--- src/rtl/psp_pkg.sv ---
// Shared definitions for the two-requester memory arbiter.
package psp_pkg;

  localparam int ADDR_W_DEF = 32;
  localparam int DATA_W_DEF = 32;

  typedef enum logic [1:0] {
    IDLE  = 2'd0,
    ISSUE = 2'd1,
    WAIT  = 2'd2,
    DONE  = 2'd3
  } arb_state_t;

  // One-hot strobe for a requester index.
  function automatic logic [1:0] grant_onehot(input logic idx);
    logic [1:0] oh;
    if (idx) begin
      oh = 2'b10;
    end else begin
      oh = 2'b01;
    end
    return oh;
  endfunction

endpackage

--- src/rtl/rr_arb2.sv ---
// Two-way round-robin selector: a lone request wins, a tie goes to the
// requester that was not granted last.
module rr_arb2 (
  input  logic [1:0] req,
  input  logic       last_grant,
  output logic       winner
);

  // Winner selection from the request pattern and previous grant.
  always_comb begin
    winner = 1'b0;
    case (req)
      2'b01:   winner = 1'b0;
      2'b10:   winner = 1'b1;
      2'b11:   winner = ~last_grant;
      default: winner = 1'b0;
    endcase
  end

endmodule

--- src/rtl/mem_arbiter.sv ---
// Arbitrates an instruction-side and a data-side requester onto a single
// synchronous memory port with one-cycle read latency.
module mem_arbiter
  import psp_pkg::*;
#(
  parameter int ADDR_W = ADDR_W_DEF,
  parameter int DATA_W = DATA_W_DEF
) (
  input  logic              clk,
  input  logic              rst,
  input  logic [1:0]        req,
  input  logic [1:0]        we,
  input  logic [ADDR_W-1:0] addr0,
  input  logic [ADDR_W-1:0] addr1,
  input  logic [DATA_W-1:0] wdata0,
  input  logic [DATA_W-1:0] wdata1,
  output logic [1:0]        ack,
  output logic [DATA_W-1:0] rdata,
  output logic [ADDR_W-1:0] mem_addr,
  output logic [DATA_W-1:0] mem_wdata,
  output logic              mem_data_en,
  input  logic [DATA_W-1:0] mem_rdata
);

  arb_state_t        state_r;
  arb_state_t        next_state_s;
  logic              winner_s;
  logic              accept_s;
  logic              sel_we_s;
  logic [ADDR_W-1:0] sel_addr_s;
  logic [DATA_W-1:0] sel_wdata_s;
  logic              owner_r;
  logic              we_r;
  logic              last_grant_r;
  logic [1:0]        ack_r;
  logic [DATA_W-1:0] rdata_r;
  logic [ADDR_W-1:0] mem_addr_r;
  logic [DATA_W-1:0] mem_wdata_r;
  logic              mem_data_en_r;

  rr_arb2 u_rr_arb2 (
    .req        (req),
    .last_grant (last_grant_r),
    .winner     (winner_s)
  );

  // A new transaction is accepted only from IDLE; req elsewhere is ignored.
  always_comb begin
    accept_s = (state_r == IDLE) && (req != 2'b00);
  end

  // Mux the winning requester's command fields.
  always_comb begin
    sel_we_s    = 1'b0;
    sel_addr_s  = addr0;
    sel_wdata_s = wdata0;
    if (winner_s) begin
      sel_we_s    = we[1];
      sel_addr_s  = addr1;
      sel_wdata_s = wdata1;
    end else begin
      sel_we_s    = we[0];
      sel_addr_s  = addr0;
      sel_wdata_s = wdata0;
    end
  end

  // Next-state logic: writes skip WAIT, reads spend one cycle there.
  always_comb begin
    next_state_s = state_r;
    case (state_r)
      IDLE: begin
        if (accept_s) begin
          next_state_s = ISSUE;
        end else begin
          next_state_s = IDLE;
        end
      end
      ISSUE: begin
        if (we_r) begin
          next_state_s = DONE;
        end else begin
          next_state_s = WAIT;
        end
      end
      WAIT:    next_state_s = DONE;
      DONE:    next_state_s = IDLE;
      default: next_state_s = IDLE;
    endcase
  end

  // State register.
  always_ff @(posedge clk or posedge rst) begin
    if (rst) begin
      state_r <= IDLE;
    end else begin
      state_r <= next_state_s;
    end
  end

  // Latch the accepted command; the memory address/data registers double as
  // the latched copy, so they hold their value until the next acceptance.
  always_ff @(posedge clk or posedge rst) begin
    if (rst) begin
      owner_r     <= 1'b0;
      we_r        <= 1'b0;
      mem_addr_r  <= {ADDR_W{1'b0}};
      mem_wdata_r <= {DATA_W{1'b0}};
    end else if (accept_s) begin
      owner_r     <= winner_s;
      we_r        <= sel_we_s;
      mem_addr_r  <= sel_addr_s;
      mem_wdata_r <= sel_wdata_s;
    end
  end

  // Write strobe is high for exactly the ISSUE cycle of a write; the async
  // reset drops it immediately if a write is aborted.
  always_ff @(posedge clk or posedge rst) begin
    if (rst) begin
      mem_data_en_r <= 1'b0;
    end else begin
      mem_data_en_r <= accept_s & sel_we_s;
    end
  end

  // Capture read data at the end of WAIT; writes leave it untouched.
  always_ff @(posedge clk or posedge rst) begin
    if (rst) begin
      rdata_r <= {DATA_W{1'b0}};
    end else if (state_r == WAIT) begin
      rdata_r <= mem_rdata;
    end
  end

  // Completion strobe is registered so it is high exactly while in DONE.
  always_ff @(posedge clk or posedge rst) begin
    if (rst) begin
      ack_r <= 2'b00;
    end else if (next_state_s == DONE) begin
      ack_r <= grant_onehot(owner_r);
    end else begin
      ack_r <= 2'b00;
    end
  end

  // Round-robin history; reset value lets requester 0 win the first tie.
  always_ff @(posedge clk or posedge rst) begin
    if (rst) begin
      last_grant_r <= 1'b1;
    end else if (state_r == DONE) begin
      last_grant_r <= owner_r;
    end
  end

  assign ack         = ack_r;
  assign rdata       = rdata_r;
  assign mem_addr    = mem_addr_r;
  assign mem_wdata   = mem_wdata_r;
  assign mem_data_en = mem_data_en_r;

endmodule

--- config.mk ---
export PLATFORM = sky130hd
export DESIGN_NAME = mem_arbiter
export DESIGN_NICKNAME = d
export VERILOG_FILES = /design/src/rtl/psp_pkg.sv /design/src/rtl/rr_arb2.sv /design/src/rtl/mem_arbiter.sv
export SDC_FILE = /design/constraint.sdc
export NUM_CORES = 1
export LEC_CHECK = 0
export CORE_MARGIN = 5
export CORE_UTILIZATION = 40
export DETAILED_ROUTE_END_ITERATION = 10
export GPL_TIMING_DRIVEN = 1
export HOLD_SLACK_MARGIN = 0.08
export PLACE_DENSITY = 0.82
export SKIP_CTS_REPAIR_TIMING = 1
export SLEW_MARGIN = 20
export SYNTH_ARGS = -nofsm -noshare
export SYNTH_HDL_FRONTEND = slang
export SYNTH_SLANG_ARGS = --single-unit
--- constraint.sdc ---
create_clock -name clk -period 5.07 [get_ports clk]
set_clock_uncertainty 0.05 [all_clocks]
set_input_delay 0.507 -clock clk [delete_from_list [all_inputs] [get_ports clk]]
set_output_delay 0.507 -clock clk [all_outputs]
set_load 0.005 [all_outputs]
==> results of run 1 <==
[final cells by class]
class,instances,area [µm²]
Fill cell,920,4150
Timing Repair Buffer,270,2690
Sequential cell,104,2600
Multi-Input combinational cell,306,2030
Clock buffer,11,253
Tap cell,147,184
Clock inverter,5,45.0
Inverter,3,13.8
[routing by layer]
layer / routed length [µm] / vias to the layer above / part of all wire, %
met4: 355 / 0 / 2.4
met3: 1210 / 22 / 8.1
li1: - / 1987 / -
met1: 5600 / 2018 / 38
met2: 7730 / 190 / 52
met5: 0 / - / 0
[registers in the layout, indices dropped and copies added, names as in the netlist]
signal / cells
owner_r: 1
rdata: 32
mem_addr: 32
mem_data_en: 1
mem_wdata: 32
ack: 2
we_r: 1
last_grant_r: 1
state_r: 2
[per-stage QoR]
step | cells | util (%) | setup WS, ns | power, W | cell area (µm²)
global route | 846 | 65.3 | 2.44 | 0.00468 | 7820
finish | 846 | 65.3 | 2.58 | 0.00439 | 7820
CTS | 846 | 65.3 | 2.58 | 0.00445 | 7820
floorplan | 445 | - | 1.78 | 0.00260 | 4870
detailed placement | 830 | 62.8 | 2.22 | 0.00374 | 7520
global placement | 830 | 62.8 | 2.23 | 0.00366 | 7520
[power by group]
part / internal [W] / switching, W
clock: 0.000368 / 0.000320
combinational: 0.00127 / 0.000940
sequential: 0.00126 / 0.000234
total: 0.00290 / 0.00149
[layout by cell type (no fill, tap or decap), types with 2 or more instances in the layout]
cell	instances
a21oi_1	30
clkbuf_8	2
mux2_2	33
inv_1	2
nor2_1	66
buf_4	6
nand2_1	64
ha_1	4
dfrtp_1	103
inv_6	2
clkdlybuf4s50_1	264
a21oi_2	100
clkbuf_16	9
[worst reg2reg max path, delay by kind of cell, from the launching register on]
family / cells / cell delay [ns]
buffers and inverters: 1 / 0.49
muxes: 1 / 0.30
DFF: 1 / 0.57
AOI/OAI and AO/OA: 2 / 0.64
[worst min-delay path by stage]
| stage | from | endpoint | slack [ns] |
|---|---|---|---|
| 6_report | rdata[1]$_DFFE_PP0N_ | rdata[1]$_DFFE_PP0N_ | 0.46 |
| 5_1_grt | rdata[6]$_DFFE_PP0N_ | rdata[6]$_DFFE_PP0N_ | 0.48 |
| 4_1_cts | rdata[23]$_DFFE_PP0N_ | rdata[23]$_DFFE_PP0N_ | 0.46 |
| 3_5_place_dp | rdata[23]$_DFFE_PP0N_ | rdata[23]$_DFFE_PP0N_ | 0.44 |
| 3_3_place_gp | rdata[24]$_DFFE_PP0N_ | rdata[24]$_DFFE_PP0N_ | 0.44 |
| 2_1_floorplan | owner_r$_DFFE_PP0P_ | owner_r$_DFFE_PP0P_ | 0.44 |
[cells by family after synthesis]
kind of cell / count (synthesis) / share of synthesized area [%]
mux: 34 / 7.83
fa+ha+maj: 4 / 1.03
simple gates: 132 / 10.3
buf+inv: 35 / 5.26
flops: 104 / 53.4
compound gates: 136 / 22.1
==> run summary, run 1 <==
Max FO, Critical Path: 46
CTS tree: built
period utilization: 49.1%
Netlist cell types: 24
Sink Count: 104
initial antenna violation count: 0
routed vias/inst: 4.98
Root Driver: clkbuf_16
CP most frequent cell: a21oi_1
outcome: finished, final reports clean
crit path buf inv count: 2
Final setup viols: 0
GRT Util Overall: 20.0%
Worst setup EP type: flop
Routability Congestion: 0.809
TritonCTS buffer count: 9
count of final hold-check violations: 0
unrepaired setup endpoints after global routing: no
core box area: 12000 µm²
Period minus WS final: 2.49 ns
Pins Over Slew Limit: 0
top_reg_cell synth: dfrtp_1
DRC: 0
worst-margin pin slew: 1.04 ns
Crit-path slowest cell: buf_4
setup TNS: 0 ns
required time worst endpoint: 5.28 ns
PortBufs: 264
RR Startpoint: last_grant_r$_DFFE_PP1N_
worst setup path end: mem_addr[30]$_DFFE_PP0P_
router iterations before antenna repair: 4
Critical Path AT: 2.70 ns
global routing's busiest layer: met2
io pins: 265
DP Wirelength: 11.2 mm
GRT overflow: 0
r2r setup slk: 2.87 ns
met1 global-route usage: 23.1%
Syn Inst Count: 445
synth top area cells: dfrtp_1, a21oi_2, mux2_2
WP depth: 5
Initial DRC Count: 274
Synth Register Bits: 104
Die Area: 14500 µm²
hold path depth: 1
Crit. Startpoint: req[0]
first-pass GRT wire length: 23.0 mm
hold slack: 0.460 ns
share of the synthesized area in the top cell type: 52.9%
final antenna-violating net count: 0
CP Launch Type: input port
vias in the first global route: 4443
Min-Delay Path Class: flop to flop
Clock Latency Late Sink: 0.34 ns
Max clock buf depth: 2
routed vias: 4217
ANT cells: 0
most common cell in the netlist: dfrtp_1
max_slew headroom: 30.5%
Clk pin slew, worst setup/hold paths: 0.08 ns
Post-synth EDFFs: 0
drt total wl: 14.9 mm
area of the mapped netlist: 4870 µm²
largest net degree at the start of global routing: 77
htree depth: 3
Worst Reg-to-Reg Cells: 4
asr flop ratio synth: 100%
worst path cell trace: clkdlybuf4s50_1 > o21ai_4 > buf_4 > a21oi_1 > a21oi_1
# rows: 40
FMAX: 402 MHz
max-cap viol count: 0
Die Span Y: 120 µm
Worst R2R End: we_r$_DFFE_PP0P_
met2 Use GR: 35.6%
Starting Density: 40.7%
Synth Area per Inst: 10.9 µm²
Post-synth top cells: dfrtp_1, a21oi_2, nor2_1
Peak VDD IR: 0.303 mV
synthesized net count: 615
Area Growth Syn to Fin: 60.4%
met3 Usage GRT: 5.14%
Seq/Total Area, Yosys: 53.4%
WL/cell: 17.6 µm
layout cells sized above 1: 23.0%
leak pwr: 3.12 nW
Die X: 120 µm
PwrDens: 562 nW/µm²
delay-heaviest family, CP: buffers and inverters
slowest stage delay, CP: 0.71 ns
cell taking the most area after synthesis: dfrtp_1
Total Nets Final: 864
kind of critical path: input port to flop
Yosys Warn Count: 0
Note: power is estimated with default switching activity, not from simulation.
==> inputs of run 2 (changes only) <==
Settings changed: CORE_UTILIZATION 40 to 39, PLACE_DENSITY 0.82 to 0.8.
Clock period 5.07 ns to 2.4 ns, I/O delays scaled along.
==> run summary, run 2 (synthesis results as in run 1) <==
drt total wl: 15.4 mm (was 14.9 mm)
leak pwr: 3.16 nW (was 3.12 nW)
worst-margin pin slew: 0.648 ns (was 1.04 ns)
sequential cell area: 2600 µm² (unchanged)
kind of critical path: flop to flop (was input port to flop)
final antenna-violating net count: 0 (unchanged)
most frequent cells in the layout: clkdlybuf4s50_1, dfrtp_1, a21oi_2 (unchanged)
required time worst endpoint: 2.61 ns (was 5.28 ns)
Post-Place Worst Slack: 0.371 ns (was 2.22 ns)
Worst setup EP type: flop (unchanged)
Critical Path AT: 1.92 ns (was 2.70 ns)
Sink Count: 104 (unchanged)
unrepaired setup endpoints after global routing: no (unchanged)
Finished Layout Cells: 872 (was 846)
Placed Cells incl. Taps: 856 (was 830)
outcome: finished, final reports clean (unchanged)
Routability Congestion: 0.794 (was 0.809)
Clk pin slew, worst setup/hold paths: 0.08 ns (about the same)
hold slack: 0.302 ns (was 0.460 ns)
vias in the first global route: 4755 (was 4443)
Max FO, Critical Path: 66 (was 46)
Max clock buf depth: 2 (unchanged)
Final setup viols: 0 (unchanged)
Root Driver: clkbuf_16 (unchanged)
Min-Delay Path Class: input port to asynchronous set/reset pin (was flop to flop)
Die Area: 14800 µm² (was 14500 µm²)
area of the multi-input gates: 2030 µm² (unchanged)
DRC: 0 (unchanged)
router iterations before antenna repair: 4 (unchanged)
ANT cells: 0 (unchanged)
GRT Util Overall: 21.0% (was 20.0%)
routed vias/inst: 4.91 (was 4.98)
Total Nets Final: 869 (was 864)
io pins: 265 (unchanged)
fin worst setup slack: 0.681 ns (was 2.58 ns)
count of final hold-check violations: 0 (unchanged)
DP Wirelength: 11.6 mm (was 11.2 mm)
largest net degree at the start of global routing: 67 (was 77)
CTS tree: built (unchanged)
max-cap viol count: 0 (unchanged)
period utilization: 71.6%
routed vias: 4282 (was 4217)
TritonCTS buffer count: 9 (unchanged)
first-pass GRT wire length: 24.3 mm (was 23.0 mm)
Initial DRC Count: 253 (was 274)
Pins Over Slew Limit: 0 (unchanged)
Starting Density: 40.2% (was 40.7%)
WL/cell: 17.6 µm (about the same)
setup TNS: 0 ns (unchanged)
post-layout util: 65.5% (was 65.3%)
Die Span Y: 122 µm (was 120 µm)
layout cells sized above 1: 23.3% (was 23.0%)
Peak VDD IR: 0.508 mV (was 0.303 mV)
PortBufs: 264 (unchanged)
core box area: 12100 µm² (was 12000 µm²)
layout filler cell count: 974 (was 920)
Die X: 122 µm (was 120 µm)
max_slew headroom: 56.8% (was 30.5%)
CP Launch Type: flop (was input port)
most common cell after layout, fill and taps aside: clkdlybuf4s50_1 (unchanged)
# rows: 40 (unchanged)
Period minus WS final: 1.72 ns
htree depth: 3 (unchanged)
FMAX: 582 MHz
GRT overflow: 0 (unchanged)
Area Growth Syn to Fin: 62.8% (was 60.4%)
Clock Latency Late Sink: 0.35 ns (was 0.34 ns)
initial antenna violation count: 0 (unchanged)
PwrDens: 1190 nW/µm² (was 562 nW/µm²)
[run 2: report_power, final]
| group | internal (W) | switching (W) |
|---|---|---|
| Combinational | 0.00274 | 0.00204 |
| Clock | 0.000822 | 0.000675 |
| Sequential | 0.00266 | 0.000470 |
| Total | 0.00622 | 0.00319 |
[run 2: final timing paths]
kind                       slack, ns                   from                   endpoint  depth (start not counted)
setup / recovery                0.68   state_r[0]$_DFF_PP0_   mem_addr[29]$_DFFE_PP0P_                          6
hold / removal                  0.30                    rst   mem_addr[22]$_DFFE_PP0P_                          3
setup reg to reg                0.68   state_r[0]$_DFF_PP0_   mem_addr[29]$_DFFE_PP0P_                          6
hold reg to reg                 0.46  rdata[16]$_DFFE_PP0N_      rdata[16]$_DFFE_PP0N_                          1
max in group asynchronous       1.43                    rst  mem_wdata[13]$_DFFE_PP0P_                          3
min in group clk                0.38              addr0[28]   mem_addr[28]$_DFFE_PP0P_                          3
[run 2: critical path: stages, from the launching register on]
cell and delay, ns:
dfrtp_1 0.41, inv_1 0.09, ha_1 0.28, o21a_2 0.20
buf_12 0.29, nor2_1 0.09, a21oi_1 0.18
[run 2: layout make-up]
class	instances	area share, %
multi-input combinational	306	25.6
inverter	3	0.189
timing repair buffer	275	35.0
sequential	104	32.8
clock buffer	11	2.93
tap	168	2.65
clock inverter	5	0.820
[run 2: routing by layer]
layer  vias to the layer above  GRT usage, %  wire [µm]
met5                         -             0          0
met4                         0          12.4        731
met3                        45          5.20       1090
met2                       162          37.6       8010
met1                      2072          22.3       5520
li1                       2003             -          -
[run 2: stage by stage]
step | power, W | cell area, µm²
2_1_floorplan | 0.00549 | 4880
3_3_place_gp | 0.00782 | 7630
3_5_place_dp | 0.00801 | 7630
4_1_cts | 0.00954 | 7930
5_1_grt | 0.0100 | 7930
6_report | 0.00941 | 7930
